--- src/rtl/dmem_arbiter.sv ---
// dmem_arbiter: shares the single-port data memory between the core's
// load/store port and a DMA/loader port.
//
// The CPU has priority. A DMA request that keeps losing is forced through
// after STARVE_LIMIT lost cycles; the CPU is stalled for that one cycle.
// Arbitration is combinational, so each access completes in its grant cycle.
//
// Ports:
//   CLK, Reset              clock, async active-high reset
//   cpu_req/we/addr/wdata   core request (ALUOut / WriteData / MemWrite)
//   cpu_rdata, cpu_stall    load data to the core, stall (hold PC/instr)
//   dma_req/we/addr/wdata   DMA request, held stable until dma_ack
//   dma_rdata, dma_ack      read data to the DMA, access done this cycle
//   mem_a/we/wd, mem_rd     data memory port (combinational read)
//   stall_cnt               saturating count of cpu_stall cycles
module dmem_arbiter #(
    parameter int DATA_WIDTH      = 32,
    parameter int STARVE_LIMIT    = 4,
    parameter int STALL_CNT_WIDTH = 16
) (
    input  logic                       CLK,
    input  logic                       Reset,
    input  logic                       cpu_req,
    input  logic                       cpu_we,
    input  logic [DATA_WIDTH-1:0]      cpu_addr,
    input  logic [DATA_WIDTH-1:0]      cpu_wdata,
    output logic [DATA_WIDTH-1:0]      cpu_rdata,
    output logic                       cpu_stall,
    input  logic                       dma_req,
    input  logic                       dma_we,
    input  logic [DATA_WIDTH-1:0]      dma_addr,
    input  logic [DATA_WIDTH-1:0]      dma_wdata,
    output logic [DATA_WIDTH-1:0]      dma_rdata,
    output logic                       dma_ack,
    output logic [DATA_WIDTH-1:0]      mem_a,
    output logic                       mem_we,
    output logic [DATA_WIDTH-1:0]      mem_wd,
    input  logic [DATA_WIDTH-1:0]      mem_rd,
    output logic [STALL_CNT_WIDTH-1:0] stall_cnt
);

    localparam int WCW = $clog2(STARVE_LIMIT + 1);
    localparam logic [WCW-1:0] LIMIT = WCW'(STARVE_LIMIT);

    logic [WCW-1:0]             wait_cnt_q, wait_cnt_d;
    logic [STALL_CNT_WIDTH-1:0] stall_cnt_q, stall_cnt_d;
    logic                       dma_gnt, cpu_gnt;

    // DMA wins when the CPU is idle or the DMA has used up its losses.
    assign dma_gnt = dma_req && (!cpu_req || wait_cnt_q == LIMIT);
    assign cpu_gnt = cpu_req && !dma_gnt;

    // Both read ports see the memory directly; each is meaningful only in
    // its owner's grant cycle.
    assign cpu_rdata = mem_rd;
    assign dma_rdata = mem_rd;

    // With no grant the CPU side is presented with writes disabled.
    // Reset masks the handshakes and the write strobe immediately.
    always_comb begin
        mem_a     = dma_gnt ? dma_addr  : cpu_addr;
        mem_wd    = dma_gnt ? dma_wdata : cpu_wdata;
        mem_we    = !Reset && (dma_gnt ? dma_we : (cpu_gnt && cpu_we));
        dma_ack   = !Reset && dma_gnt;
        cpu_stall = !Reset && cpu_req && !cpu_gnt;
    end

    always_comb begin
        wait_cnt_d = wait_cnt_q;
        if (dma_gnt || !dma_req)
            wait_cnt_d = '0;
        else if (cpu_gnt && wait_cnt_q != LIMIT)
            wait_cnt_d = wait_cnt_q + WCW'(1);

        stall_cnt_d = stall_cnt_q;
        if (cpu_stall && stall_cnt_q != '1)
            stall_cnt_d = stall_cnt_q + STALL_CNT_WIDTH'(1);
    end

    always_ff @(posedge CLK or posedge Reset) begin
        if (Reset) begin
            wait_cnt_q  <= '0;
            stall_cnt_q <= '0;
        end else begin
            wait_cnt_q  <= wait_cnt_d;
            stall_cnt_q <= stall_cnt_d;
        end
    end

    assign stall_cnt = stall_cnt_q;

endmodule

--- config.mk ---
export PLATFORM = sky130hd
export DESIGN_NAME = dmem_arbiter
export DESIGN_NICKNAME = d
export VERILOG_FILES = /design/src/rtl/dmem_arbiter.sv
export SDC_FILE = /design/constraint.sdc
export NUM_CORES = 1
export LEC_CHECK = 0
export BUFFER_PORTS_ARGS = -buffer_cell sky130_fd_sc_hd__buf_4
export CAP_MARGIN = 20
export CORE_AREA = 2 2 120 122
export DETAILED_ROUTE_END_ITERATION = 12
export DIE_AREA = 0 0 122 124
export PLACE_DENSITY = 0.52
export SLEW_MARGIN = 30
export SYNTH_ARGS = -nofsm -noshare
export SYNTH_HDL_FRONTEND = slang
export SYNTH_SLANG_ARGS = --single-unit
--- constraint.sdc ---
create_clock -name CLK -period 1.9 [get_ports CLK]
set_input_delay 0.38 -clock CLK [delete_from_list [all_inputs] [get_ports CLK]]
set_output_delay 0.38 -clock CLK [all_outputs]
set_load 0.03 [all_outputs]
=== Word-level counts from Yosys, hierarchy flattened ===
Cells that the tools add are included.

* $add $sub $neg: 2
* Eq/ne operators: 3
* Muxes and demuxes: 5
* Reduce and logical (&&, ||, !) cells: 17

{| class="wikitable"
|+ Operators by type and width
! kind !! count
|-
| $mux W32 || 2
|-
| $add A16 B1 Y16 const B || 1
|-
| $ne A16 B16 Y1 const B || 1
|-
| $logic_and A1 B1 Y1 || 9
|-
| $mux W3 || 2
|-
| $logic_not A1 Y1 || 5
|-
| $add A3 B1 Y3 const B || 1
|-
| $eq A3 B3 Y1 const B || 1
|-
| $ne A3 B3 Y1 const B || 1
|-
| $logic_or A1 B1 Y1 || 2
|-
| $reduce_bool A2 Y1 || 1
|-
| $mux W1 || 1
|}

* Register bits after elaboration: 19
* Logic and storage cells: 29

=== Longest topological paths before layout ===
* Depth in word-level cells: 8
* Depth in mapped cells: 9
* Mapped depth without buffers: 7

=== Worst setup path before layout ===
OpenSTA, ideal clock, no wires.

* Kind: reg-to-output
* From: register wait_cnt_q[0]
* To: output mem_we
* Arrival: 1.846 ns
* Data required time: 1.520 ns
* Slack: -0.326 ns
* Cell stages (with the launch flop): 9
* Path through: dfrtp_1 > inv_1 > ha_1 > nand2_1 > a21boi_1 > buf_2 > buf_2 > nand2_1 > a21oi_1

* Longest elaborated chain between the ends: 8

{| class="wikitable"
|+ RTL lines
! item !! RTL line !! source
|-
| start: declaration || 45 || <nowiki>logic [WCW-1:0] wait_cnt_q, wait_cnt_d;</nowiki>
|-
| start signal: assignment || 85 || <nowiki>wait_cnt_q <= wait_cnt_d;</nowiki>
|-
| $eq A3 B3 Y1 * || 50 || <nowiki>assign dma_gnt = dma_req && (!cpu_req || wait_cnt_q == LIMIT);</nowiki>
|-
| $logic_or A1 B1 Y1 * || 50 ||
|-
| $logic_and A1 B1 Y1 * || 50 ||
|-
| $logic_not A1 Y1 || 51 || <nowiki>assign cpu_gnt = cpu_req && !dma_gnt;</nowiki>
|-
| $logic_and A1 B1 Y1 || 51 ||
|-
| $logic_and A1 B1 Y1 || 63 || <nowiki>mem_we = !Reset && (dma_gnt ? dma_we : (cpu_gnt && cpu_we));</nowiki>
|-
| $mux W1 * || 63 ||
|-
| $logic_and A1 B1 Y1 * || 63 ||
|-
| end: declaration || 36 || <nowiki>output logic mem_we,</nowiki>
|}

Mark *: on every way between the ends. The rest lies on a longest branch, timed or not.

=== Final worst setup path ===
* From: register wait_cnt_q[1]
* To: output mem_a[20]

* Longest elaborated chain between the ends: 4

{| class="wikitable"
|+ RTL lines
! item !! RTL line !! source
|-
| $eq A3 B3 Y1 || 50 ||
|-
| $logic_or A1 B1 Y1 || 50 ||
|-
| $logic_and A1 B1 Y1 || 50 ||
|-
| $mux W32 || 61 || <nowiki>mem_a = dma_gnt ? dma_addr : cpu_addr;</nowiki>
|-
| end: declaration || 35 || <nowiki>output logic [DATA_WIDTH-1:0] mem_a,</nowiki>
|}

No other way between the ends.

==> results.md <==
- The run finished, with violations left.
- The checks that failed: negative setup slack.
- The insertion delay to the later sink of the worst-skew pair is approximately 250 ps.
- The setup path with the least slack is of type flop to output pin.
- The count of endpoints failing setup in the final report is between 70 and 80.
- The internal portion of total power is 1.27 mW.
- The critical path starts at wait_cnt_q[1]$_DFFE_PP0P_.
- For this design the ratio of total power to cell area is 414 nW/um^2.
- Summed over all nets, the switching power comes to 0.641 mW.
- In the final routed layout, each cell accounts on average for 16.6 microns.
- The number of clock buffers added by TritonCTS is 3.
- The starting DRC count in detailed routing is 81.
- The global placement routability congestion is 0.772.
- The worst setup slack after placement is -267 ps.
- The floorplan step defined a die boundary enclosing approximately 15,000 sq um.
- The number of antenna repair diodes is 0.
- The final core area utilization is approximately 34%.
- The die height is 124 microns.
- The first-pass detailed-route iteration total is 2.
- The finished layout holds 588 standard cells, fillers aside.
- In this run the remaining antenna-violating nets after routing total 0.
- TritonCTS built the clock tree.
- In the routed layout, each cell is associated on average with a via count of 4.01.
- The warning count from the yosys run is 0.
- Setup repair after global routing could not meet its margin everywhere.
- The power share of the clock group is 23.6%.
- The number of different library cells in the post-synthesis netlist is 30.
- The tool flagged a number of max-cap violations equal to 0.
- The number of standard-cell rows in the floorplan is 43.
- The sequential fraction of the synthesis area is 20.5%.
- Sequential cells account for between 20% and 30% of the total power.
- The final hold violation count is 0.
- The total length of routed wires is 9.76 mm.
- The number of antenna violations at the first check in global routing is 0.
- Clock skew on the completed layout was measured at 1.33 ps.
- The worst setup path is captured at an output pin.
- The required arrival time at the worst endpoint is roughly 1500 ps.
- Counting flops and latches in the post-synthesis netlist gives 19.
- The synthesis-to-layout area growth is 98.8%.
- The worst setup slack after layout is -426 ps.
- Entering global routing, the biggest net connects 24 pins.
- The final critical-path required period is 2330 ps.
- The net count of the finished layout is 578.
- For this run, the top clock speed supported by timing is 0.430 GHz.
- The number of port buffers is approximately 220.
- The initial core utilization is 16.9%.
- In this run the standard cell core region covers 13,700 sq um.
- Once detailed placement completed, the half-perimeter wirelength came to 7.58 mm.
- The number of global-route vias before repair was 2,507.
- The worst max-slew margin expressed relative to the limit is between 60 and 70%.
- In this run the cell area measured after placement is between 3000 and 4000 sq um.
- The post-synth design cell area is 2320 sq um.
- Clock-pin slew was measured on the worst setup and hold paths at around 60 ps.
- The maximum clock path buffer count is 2.
- The transition at the pin with the smallest max-transition slack is 560 ps.
- At the worst endpoint, the arrival time is 1950 ps.
- The fraction of final layout cells with drive strength greater than 1 is 84.6%.
- The peak fanout along the critical path is 23.
- The first global-routing pass estimated 13.5 mm of wire.
- For this design the static power due to leakage is between 2 and 2.5 nW.
- For this run the aggregate overflow at the end of global routing stands at 0.
- The share of total power dissipated in combinational logic is 53.9%.
- The count of boundary I/O pins is about 310.
- The number of cells after detailed placement is 567.
- The remaining design rule violation count is 0.
- The post-route fraction of the period consumed by the critical path is 122%.
- The overall routing resource usage is 11.6%.
- Hold repair after CTS inserted 0 buffers.
- The worst hold path class is input pin to asynchronous set/reset pin.
- The fill cell instance count of the final layout is ~1.4k.
- IR analysis of the VDD net gives a maximum drop of 211 uV.
- Synthesis produced 230 cells.
- Across all layers, the routed design uses 2,360 vias.
- The clock root buffer is clkbuf_16.
- The number of nets produced by synthesis is roughly 400.
- The average cell area after synthesis is 10.1 sq um.
- STA classifies the critical path startpoint as a flop.
- The number of levels in the clock H-tree is 1.
- From left edge to right edge, the die measures 122 microns.
- The sink count of the clock tree is 19.
- The startpoint of the most critical register-to-register path is wait_cnt_q[1]$_DFFE_PP0P_.
- After routing the design area is 4600 sq um.
- The max-slew violation count is 0.
- The switching share of total power is between 30% and 40%.
==> registers in the layout (all words and copies together) (netlist names) <==
name        flops
stall_cnt      16
wait_cnt_q      3
==> stage by stage <==
stage	TNS [ps]	power, mW	hold WS, ps
after detailed placement	-14490	1.33	508
after global placement	-10330	1.33	503
after floorplan	-72.7	1.15	336
after global routing	-31980	2.00	271
after CTS	-26040	1.92	248
final	-25910	1.91	226
==> layout make-up <==
| class | instances | area, sq um | area share (%) |
|---|---|---|---|
| clock buffer | 4 | 78.8 | 1.71 |
| inverter | 5 | 21.3 | 0.462 |
| multi-input combinational | 132 | 1610 | 34.9 |
| sequential | 19 | 478 | 10.4 |
| tap | 180 | 225 | 4.89 |
| timing repair buffer | 248 | 2190 | 47.7 |
==> what timing repair did <==
| action | CTS | global route |
|---|---|---|
| setup buffers | 9 | 7 |
| setup endpoints to repair | 77 | 82 |
| gates resized for setup | 104 | 4 |
| gates cloned | 3 | 0 |
| pin swaps | 27 | 9 |
==> critical path: stages, from the launching register on <==
cell and delay (ps):
dfrtp_1 390, inv_2 80, ha_4 150, nand2_4 60, a21boi_4 170, buf_12 140
buf_16 170, mux2_2 350, buf_4 170
==> per-layer routing <==
layer	vias to the layer above	share of wire [%]	global-route usage, %
met2	165	48	19.0
met4	0	1.3	2.95
met5	-	0	0
met3	15	10	3.43
met1	1081	41	15.0
li1	1099	-	-
==> layout by cell type (no fill, tap or decap), types with 2 or more instances in the layout <==
cell	Yosys	layout
nand4_1	3	3
ha_1	3	2
nor4_4	5	6
nand2_1	8	6
nor3_1	6	2
nand3_1	4	4
xor2_1	13	13
and4_1	2	2
nor4b_4	0	3
mux2_4	0	43
dfrtp_1	19	17
inv_1	5	2
dfrtp_2	0	2
buf_16	0	4
buf_4	64	187
nor2_1	5	4
inv_2	0	2
nor3_4	0	4
mux2_2	65	22
xnor2_1	2	2
clkbuf_16	0	3
buf_6	2	52
buf_12	0	4
==> synthesized netlist by cell type <==
cell | n | area share (%)
nand4_1 | 3 | 0.81
nand4_2 | 1 | 0.54
nor2_1 | 5 | 0.81
nor4_4 | 5 | 4.6
buf_2 | 8 | 1.7
dfrtp_1 | 19 | 21
nor4_1 | 1 | 0.27
nand2b_1 | 1 | 0.27
and2_1 | 1 | 0.27
a21boi_1 | 1 | 0.32
nor4b_1 | 2 | 0.76
xor2_1 | 13 | 4.9
nand2_1 | 8 | 1.3
nor3b_1 | 1 | 0.32
nand3_2 | 1 | 0.43
nor3_1 | 6 | 1.3
nor3b_2 | 1 | 0.54
mux2i_1 | 1 | 0.43
buf_4 | 64 | 21
nand3_1 | 4 | 0.86
or3_1 | 2 | 0.54
a21oi_1 | 1 | 0.22
buf_6 | 2 | 0.97
xnor2_1 | 2 | 0.76
nor4b_2 | 1 | 0.65
inv_1 | 5 | 0.81
mux2_2 | 65 | 32
ha_1 | 3 | 1.6
nand3b_1 | 1 | 0.32
and4_1 | 2 | 0.76
==> power by group through the flow <==
stage | sequential, mW | clock, mW | combinational, mW
after floorplan | 0.452 | 0 | 0.695
after global routing | 0.432 | 0.487 | 1.08
after global placement | 0.437 | 0 | 0.892
final | 0.430 | 0.450 | 1.03
after detailed placement | 0.437 | 0 | 0.897
after CTS | 0.430 | 0.460 | 1.03
==> logic make-up (layout without fill, tap and decap cells) <==
kind of cell,Yosys count,after routing,synth area share (%)
compound gates,2,2,0.540
buf+inv,79,257,24.3
mux,66,66,32.0
fa+ha+maj,3,3,1.62
xor+xnor,15,15,5.67
flops,19,19,20.5
simple gates,46,46,15.3
==> final timing paths <==
| path | slack, ps | depth (start not counted) | end |
|---|---|---|---|
| max in group asynchronous | 1440 | 3 | stall_cnt[0]$_DFFE_PP0P_ |
| hold / removal | 230 | 3 | stall_cnt[13]$_DFFE_PP0P_ |
| setup reg to reg | -80 | 9 | stall_cnt[10]$_DFFE_PP0P_ |
| min in group CLK | 420 | 2 | wait_cnt_q[1]$_DFFE_PP0P_ |
| hold reg to reg | 520 | 1 | stall_cnt[15]$_DFFE_PP0P_ |
| setup / recovery | -430 | 8 | mem_a[20] |
(Power assumes the default switching activity.)
